$ cat src/rtl/sdram_pkg.sv
// Shared SDRAM geometry, the line-port state type and the mask priority encoder.
package sdram_pkg;

   localparam int LINE_WORDS  = 8;
   localparam int WORD_W      = 16;
   localparam int LINE_W      = LINE_WORDS * WORD_W;
   localparam int CHIP_W      = 1;
   localparam int BANK_W      = 2;
   localparam int ROW_W       = 13;
   localparam int COL_W       = 10;
   localparam int ADDR_W      = CHIP_W + BANK_W + ROW_W + COL_W;
   localparam int OFFS_W      = $clog2(LINE_WORDS);
   localparam int LINE_ADDR_W = ADDR_W - OFFS_W;

   typedef enum logic [2:0] {
      LP_IDLE,
      LP_RD_CMD,
      LP_RD_DATA,
      LP_RSP,
      LP_WR_CMD
   } line_state_t;

   // Index of the lowest set bit; 0 when the mask is empty.
   function automatic logic [OFFS_W-1:0] lowest_set(input logic [LINE_WORDS-1:0] mask);
      lowest_set = '0;
      for (int i = LINE_WORDS - 1; i >= 0; i--) begin
         if (mask[i]) lowest_set = OFFS_W'(i);
      end
   endfunction

endpackage

$ cat src/rtl/sdram_line_port.sv
// Cache-line port onto a word-wide SDRAM controller: one 8-beat burst per read line,
// one word command per enabled mask bit per write line.
module sdram_line_port import sdram_pkg::*; (
   input  logic                   clk,
   input  logic                   reset,
   input  logic                   req_valid,
   output logic                   req_ready,
   input  logic                   req_write,
   input  logic [LINE_ADDR_W-1:0] req_line,
   input  logic [LINE_W-1:0]      req_wdata,
   input  logic [LINE_WORDS-1:0]  req_wmask,
   output logic                   rsp_valid,
   input  logic                   rsp_ready,
   output logic [LINE_W-1:0]      rsp_rdata,
   output logic                   wr_done,
   output logic                   err_stray,
   output logic                   sd_read,
   output logic                   sd_write,
   output logic [ADDR_W-1:0]      sd_addr,
   input  logic                   sd_cmd_ready,
   output logic [WORD_W-1:0]      sd_wdata,
   input  logic [WORD_W-1:0]      sd_rdata,
   input  logic                   sd_rdata_val
);

   // state      | meaning
   // LP_IDLE    | waiting for a client request
   // LP_RD_CMD  | read command held until the controller takes it
   // LP_RD_DATA | collecting 8 read beats
   // LP_RSP     | read line presented until the client consumes it
   // LP_WR_CMD  | issuing one write per remaining mask bit, lowest first

   line_state_t             state, state_nxt;
   logic [LINE_ADDR_W-1:0]  line_q;
   logic [LINE_W-1:0]       wdata_q;
   logic [LINE_W-1:0]       rdata_q;
   logic [LINE_WORDS-1:0]   mask_q, mask_nxt, idx_bit;
   logic [OFFS_W-1:0]       idx;
   logic [OFFS_W-1:0]       beat_cnt;
   logic                    wr_done_q;
   logic                    err_stray_q;

   always_comb begin
      state_nxt = state;
      mask_nxt  = mask_q;
      idx       = lowest_set(mask_q);
      idx_bit   = LINE_WORDS'(1) << idx;
      case (state)
         LP_IDLE: begin
            if (req_valid) begin
               state_nxt = req_write ? LP_WR_CMD : LP_RD_CMD;
               mask_nxt  = req_write ? req_wmask : '0;
            end
         end
         LP_RD_CMD: begin
            if (sd_cmd_ready) state_nxt = LP_RD_DATA;
         end
         LP_RD_DATA: begin
            if (sd_rdata_val && beat_cnt == OFFS_W'(LINE_WORDS - 1)) state_nxt = LP_RSP;
         end
         LP_RSP: begin
            if (rsp_ready) state_nxt = LP_IDLE;
         end
         LP_WR_CMD: begin
            if (sd_cmd_ready && mask_q != '0) mask_nxt = mask_q & ~idx_bit;
            // An empty mask (all words disabled) falls straight through here.
            if (mask_nxt == '0) state_nxt = LP_IDLE;
         end
         default: state_nxt = LP_IDLE;
      endcase
   end

   always_ff @(posedge clk) begin
      if (reset) begin
         state       <= LP_IDLE;
         line_q      <= '0;
         wdata_q     <= '0;
         rdata_q     <= '0;
         mask_q      <= '0;
         beat_cnt    <= '0;
         wr_done_q   <= 1'b0;
         err_stray_q <= 1'b0;
      end else begin
         state     <= state_nxt;
         mask_q    <= mask_nxt;
         wr_done_q <= (state == LP_WR_CMD) && (state_nxt == LP_IDLE);
         if (state == LP_IDLE && req_valid) begin
            line_q   <= req_line;
            wdata_q  <= req_wdata;
            beat_cnt <= '0;
         end
         if (sd_rdata_val) begin
            if (state == LP_RD_DATA) begin
               rdata_q[{beat_cnt, 4'b0000} +: WORD_W] <= sd_rdata;
               beat_cnt <= beat_cnt + 1'b1;
            end else begin
               err_stray_q <= 1'b1;
            end
         end
      end
   end

   // Strobes are masked by reset so nothing reaches the controller while it is asserted.
   assign req_ready = (state == LP_IDLE) && !reset;
   assign sd_read   = (state == LP_RD_CMD) && !reset;
   assign sd_write  = (state == LP_WR_CMD) && (mask_q != '0) && !reset;
   assign rsp_valid = (state == LP_RSP) && !reset;
   assign sd_addr   = sd_read  ? {line_q, {OFFS_W{1'b0}}} :
                      sd_write ? {line_q, idx} : '0;
   assign sd_wdata  = sd_write ? wdata_q[{idx, 4'b0000} +: WORD_W] : '0;
   assign rsp_rdata = rdata_q;
   assign wr_done   = wr_done_q;
   assign err_stray = err_stray_q;

endmodule
$ cat config.mk
export PLATFORM = sky130hd
export DESIGN_NAME = sdram_line_port
export DESIGN_NICKNAME = d
export VERILOG_FILES = /design/src/rtl/sdram_pkg.sv /design/src/rtl/sdram_line_port.sv
export SDC_FILE = /design/constraint.sdc
export NUM_CORES = 1
export LEC_CHECK = 0
export CAP_MARGIN = 5
export CORE_UTILIZATION = 51
export DETAILED_ROUTE_END_ITERATION = 6
export PLACE_DENSITY = 0.85
export SYNTH_ARGS = -nofsm -noshare
export SYNTH_HDL_FRONTEND = slang
export SYNTH_SLANG_ARGS = --single-unit
$ cat constraint.sdc
create_clock -name clk -period 7.65 [get_ports clk]
set_input_delay 1.9125 -clock clk [delete_from_list [all_inputs] [get_ports clk]]
set_output_delay 1.9125 -clock clk [all_outputs]
set_load 0.05 [all_outputs]
Yosys cells after proc, flatten, opt, wreduce, memory -nomap -nowiden

Cells that the tools add are included.

Flip-flop bits (word level): 295
Input bits: 182
Output and inout bits: 176
Logic and storage cells: 68

Add/sub/neg operators: 2
Equality and inequality tests: 6
Shifts and indexed selects: 4
Muxes and demuxes: 27
Bitwise gates (word level): 3
Reduce and logical (&&, ||, !) cells: 18

Operator list:

| cell                     | number |
|---|---|
| $bwmux 128               | 1 |
| $shift 16x9->128 const A | 1 |
| $shiftx 128x8->16        | 1 |
| $shiftx 16x9->128        | 1 |
| $mux 26                  | 2 |
| $mux 3                   | 17 |
| $mux 8                   | 4 |
| $mux 16                  | 1 |
| $pmux 8 s2               | 1 |
| $pmux 3 s5               | 1 |
| $logic_and 1x1->1        | 9 |
| $neg 7->9                | 1 |
| $and 8x8->8              | 1 |
| $logic_not 8->1          | 1 |
| $not 8->8                | 1 |
| $reduce_bool 8->1        | 1 |
| $shl 1x3->8 const A      | 1 |
| $eq 3x2->1 const B       | 2 |
| $eq 3x3->1 const B       | 2 |
| $logic_not 3->1          | 2 |
| $reduce_and 2->1         | 3 |
| $add 3x1->3 const B      | 1 |
| $eq 3x1->1 const B       | 1 |
| $ne 2x2->1 const B       | 1 |
| 3 further kinds          | 3 |

Logic depth before layout (Yosys ltp)

Depth after elaboration: 18
Gate-level depth with buffers: 9
Gate-level depth less buffers: 8

Worst setup path after synthesis

OpenSTA, ideal clock, no wires.

Path kind: input to output
Start: in reset
End: out sd_addr[10]
Arrival time: 4456 ps
Data required time: 5738 ps
Setup slack: 1281 ps
Stages on the path: 5
Path buffers: 2
Cells stage by stage: clkbuf_1 nor3_1 nor2_1 clkbuf_1 nor2b_1

Elaborated cells on any way between the ends: 5
Classes of those cells: 2 x mux; 3 x reduce/logical

RTL lines:

| what              | RTL line               | RTL |
|---|---|---|
| start, declared   | sdram_line_port.sv:5   | `input logic reset,` |
| $logic_not 1->1   | sdram_line_port.sv:105 | `assign sd_read = (state == LP_RD_CMD) && !reset;` |
| $logic_and 1x1->1 | sdram_line_port.sv:105 |  |
| named net sd_read | sdram_line_port.sv:17  | `output logic sd_read,` |
| $mux 26           | sdram_line_port.sv:108 | `assign sd_addr = sd_read ? {line_q, {OFFS_W{1'b0}}} :` |
| end, declared     | sdram_line_port.sv:19  | `output logic [ADDR_W-1:0] sd_addr,` |

The timed path passes the listed nets, and every way through them passes these cells.

Worst setup path in the final report

Start: in reset
End: out sd_addr[2]

Longest elaborated chain between the ends: 4
Elaborated cells on any way between the ends: 5
Classes of those cells: 2 x mux; 3 x reduce/logical

RTL lines:

| what              | RTL line                                       | RTL |
|---|---|---|
| $logic_not 1->1 * | sdram_line_port.sv:105, sdram_line_port.sv:106 |  |
| $logic_and 1x1->1 | sdram_line_port.sv:106                         | `assign sd_write = (state == LP_WR_CMD) && (mask_q != '0) && !reset;` |
| $mux 26           | sdram_line_port.sv:109                         | `sd_write ? {line_q, idx} : '0;` |
| $mux 26 *         | sdram_line_port.sv:108                         |  |

Mark *: on every way between the ends. The rest lies on a longest branch, timed or not.

==> flow_summary_export.csv <==
group,metric,value,unit
global_route,grt_max_degree,247,
sta,setup_viol,0,
sta,slew_headroom,15.5,%
yosys,synth.avg_cell_area,8.03,um2
routing,drt_first_pass_iters,5,
die,start_util,52.7,%
cts,clockRootBuffer,"clkbuf_16",
power_and_ir_drop,peakVddDrop,0.000208,V
cells_and_area,final_cell_mix,"nand2_1, clkdlybuf4s50_1, dfxtp_1, a21oi_1, nand3_1",
routing,dr.first_iter.drc_count,1283,
sta,final-hold-violation-count,0,
cts,ctsResizeCount,0,
yosys,yosys.cell_types.count,49,
place,gp_congestion,0.890,
power_and_ir_drop,power.density,217,nW/um2
yosys,synthesis.instances,1504,
critical_path,critPathArrivalTime,4580,ps
cts,cts_buffers,30,
cells_and_area,final_common_cell,"nand2_1",
critical_path,startpoint,"reset",
sta,max_freq,154,MHz
cts,cts_tree,"yes",
global_route,grt_pass1_wl,60500,um
global_route,grt_antenna_before_repair,6,
place,hpwlAfterDp,27200,um
routing,vias_per_cell,5.73,
place,dp.cells,2043,
sta,setup_ws,1160,ps
yosys,synth_fp_nets,1693,
yosys,ys_ff_latch,295,
die,die_y,156,um
cts,cts_sinks,295,
routing,vias,12100,
routing,drc,0,
cts,clock_latency,550,ps
die,fp.dieW,156,um
critical_path,crit_path_cell_trace,"clkbuf_8 -> or4b_4 -> nor3_4 -> clkdlybuf4s50_1",
routing,wl_per_cell,19.0,um
sta,fin_skew,11.3,ps
critical_path,crit_fanout,53,
run,maxCapViolations,0,
die,fp.coreArea,22900,um2
yosys,synth-warning-count,0,
cells_and_area,final_nets,1951,
cells_and_area,stdcell_count,2104,
critical_path,cp.required,5740,ps
cells_and_area,drive_above_1_share,5.49,%
cells_and_area,area_growth_syn_to_layout,37.9,%
cts,cts_hold_buf,0,
yosys,synth_flop_cell,"dfxtp_1",
critical_path,critPathKind,"in2out",
worst_hold_path,hold_start,"line_q[17]",
die,row_count,55,
sta,tns,0,ps
yosys,syn_area,12100,um2
routing,antenna_left,0,
yosys,async_flop_share,0,%
power_and_ir_drop,finalPower,0.00361,W
sta,rsz0062_at_grt,"false",
critical_path,critPathSlowestCell,"clkdlybuf4s50_1",
sta,period_needed,6490,ps
cts,postCtsSetupRepairBufs,0,
cts,clockBufferDepth,3,
yosys,synth_edf_count,0,
critical_path,endpoint_kind,"output pin",
critical_path,reg2reg_from,"beat_cnt[0]",
die,io_pins,358,
sta,worst_pin_slew,1270,ps
yosys,ys_seq_area_share,48.9,%
sta,fin_crit_sh,84.9,%
sta,drv_slew,0,
global_route,grt_use_total,31.8,%
die,die_area,24300,um2
critical_path,slowest_delay,970,ps
power_and_ir_drop,p_leak,6.00,nW
place,place_ws,1170,ps
cts,clk_pin_slew,60,ps
routing,wirelength,40000,um
worst_hold_path,hold_path.class,"reg2reg",
global_route,grt_overflow_total,0,
run_status,status,"finished clean",
cts,h-tree-depth,1,
global_route,grt_pass1_vias,11200,
place,io_buffers,357,
critical_path,crit_path_start_kind,"input pin",
==> metrics by stage <==
| stage | util [%] | area (um2) | hold slack (ps) |
|---|---|---|---|
| after detailed placement | 68.0 | 15600 | 443 |
| after global placement | 68.0 | 15600 | 437 |
| after CTS | 72.6 | 16600 | 451 |
| after floorplan | - | 12100 | 432 |
| after global routing | 72.6 | 16600 | 470 |
| final | 72.7 | 16600 | 450 |
==> Yosys cell counts (2+ instances only) <==
| cell type | instances | area (um2) |
|---|---|---|
| nor4b_1 | 2 | 17.5 |
| o211ai_1 | 6 | 45.0 |
| nand2b_1 | 5 | 31.3 |
| nor2b_1 | 26 | 163 |
| buf_2 | 19 | 95.1 |
| o221ai_1 | 38 | 333 |
| a211o_1 | 3 | 26.3 |
| and3_1 | 8 | 50.1 |
| o22ai_1 | 2 | 12.5 |
| nor3_1 | 8 | 40.0 |
| or2_2 | 3 | 18.8 |
| buf_4 | 3 | 22.5 |
| a21oi_1 | 263 | 1320 |
| a32o_1 | 2 | 20.0 |
| dfxtp_1 | 295 | 5910 |
| inv_1 | 8 | 30.0 |
| mux2i_1 | 62 | 621 |
| a21o_1 | 16 | 120 |
| nor2_1 | 47 | 176 |
| o221ai_2 | 8 | 120 |
| ha_1 | 7 | 87.6 |
| and2_1 | 3 | 18.8 |
| nand2_1 | 409 | 1540 |
| nor3b_1 | 2 | 15.0 |
| o21ai_0 | 2 | 10.0 |
| nor4_1 | 4 | 25.0 |
| clkbuf_1 | 115 | 432 |
| a211oi_1 | 2 | 15.0 |
| nand3_1 | 116 | 581 |
==> power by group <==
part	switching [W]	internal (W)	leakage (nW)	total [W]
clock network	0.000611	0.000937	0.515	0.00155
registers	0.0000475	0.00160	2.40	0.00165
logic	0.000243	0.000172	3.08	0.000415
total	0.000902	0.00271	6.00	0.00361
==> path summary, 6_finish.rpt <==
| path | endpoint | slack [ps] | depth (start not counted) |
|---|---|---|---|
| worst max-delay path | sd_addr[2] | 1160 | 4 |
| worst max register to register | rsp_rdata[73] | 4900 | 6 |
| worst min register to register | line_q[17] | 450 | 2 |
| worst min-delay path | line_q[17] | 450 | 2 |
==> critical path, delay by kind of cell <==
| family | cells | cell delay, ps |
|---|---|---|
| buffers and inverters | 2 | 1220 |
| and+or+nand+nor | 2 | 1430 |
==> layout make-up <==
cell class,instances,area [um2]
Clock buffer,40,880
Tap cell,313,392
Antenna cell,7,17.5
Fill cell,1795,6270
Inverter,9,33.8
Clock inverter,14,180
Sequential cell,295,5910
Timing Repair Buffer,364,3650
Multi-Input combinational cell,1062,5590
==> flip-flops by register name, summed over array words and instances (netlist names) <==
name	cells
rsp_rdata	128
wdata_q	128
line_q	23
mask_q	8
beat_cnt	3
state	3
err_stray	1
wr_done	1
==> metal layers <==
metal / vias to the layer above / global-route usage (%) / part of all wire, %
li1: 5652 / - / -
met5: - / 0 / 0
met1: 5708 / 41.5 / 41
met2: 572 / 50.3 / 46
met3: 120 / 5.83 / 7.9
met4: 0 / 16.7 / 5.1
==> logic make-up after synthesis <==
logic type | Yosys count | share of synthesized area, %
DFF | 295 | 48.9
adders and majority gates | 8 | 0.809
and+or+nand+nor | 641 | 22.8
AOI/OAI and AO/OA | 351 | 17.4
muxes | 62 | 5.14
buffers and inverters | 147 | 4.92
(Power assumes the default switching activity.)
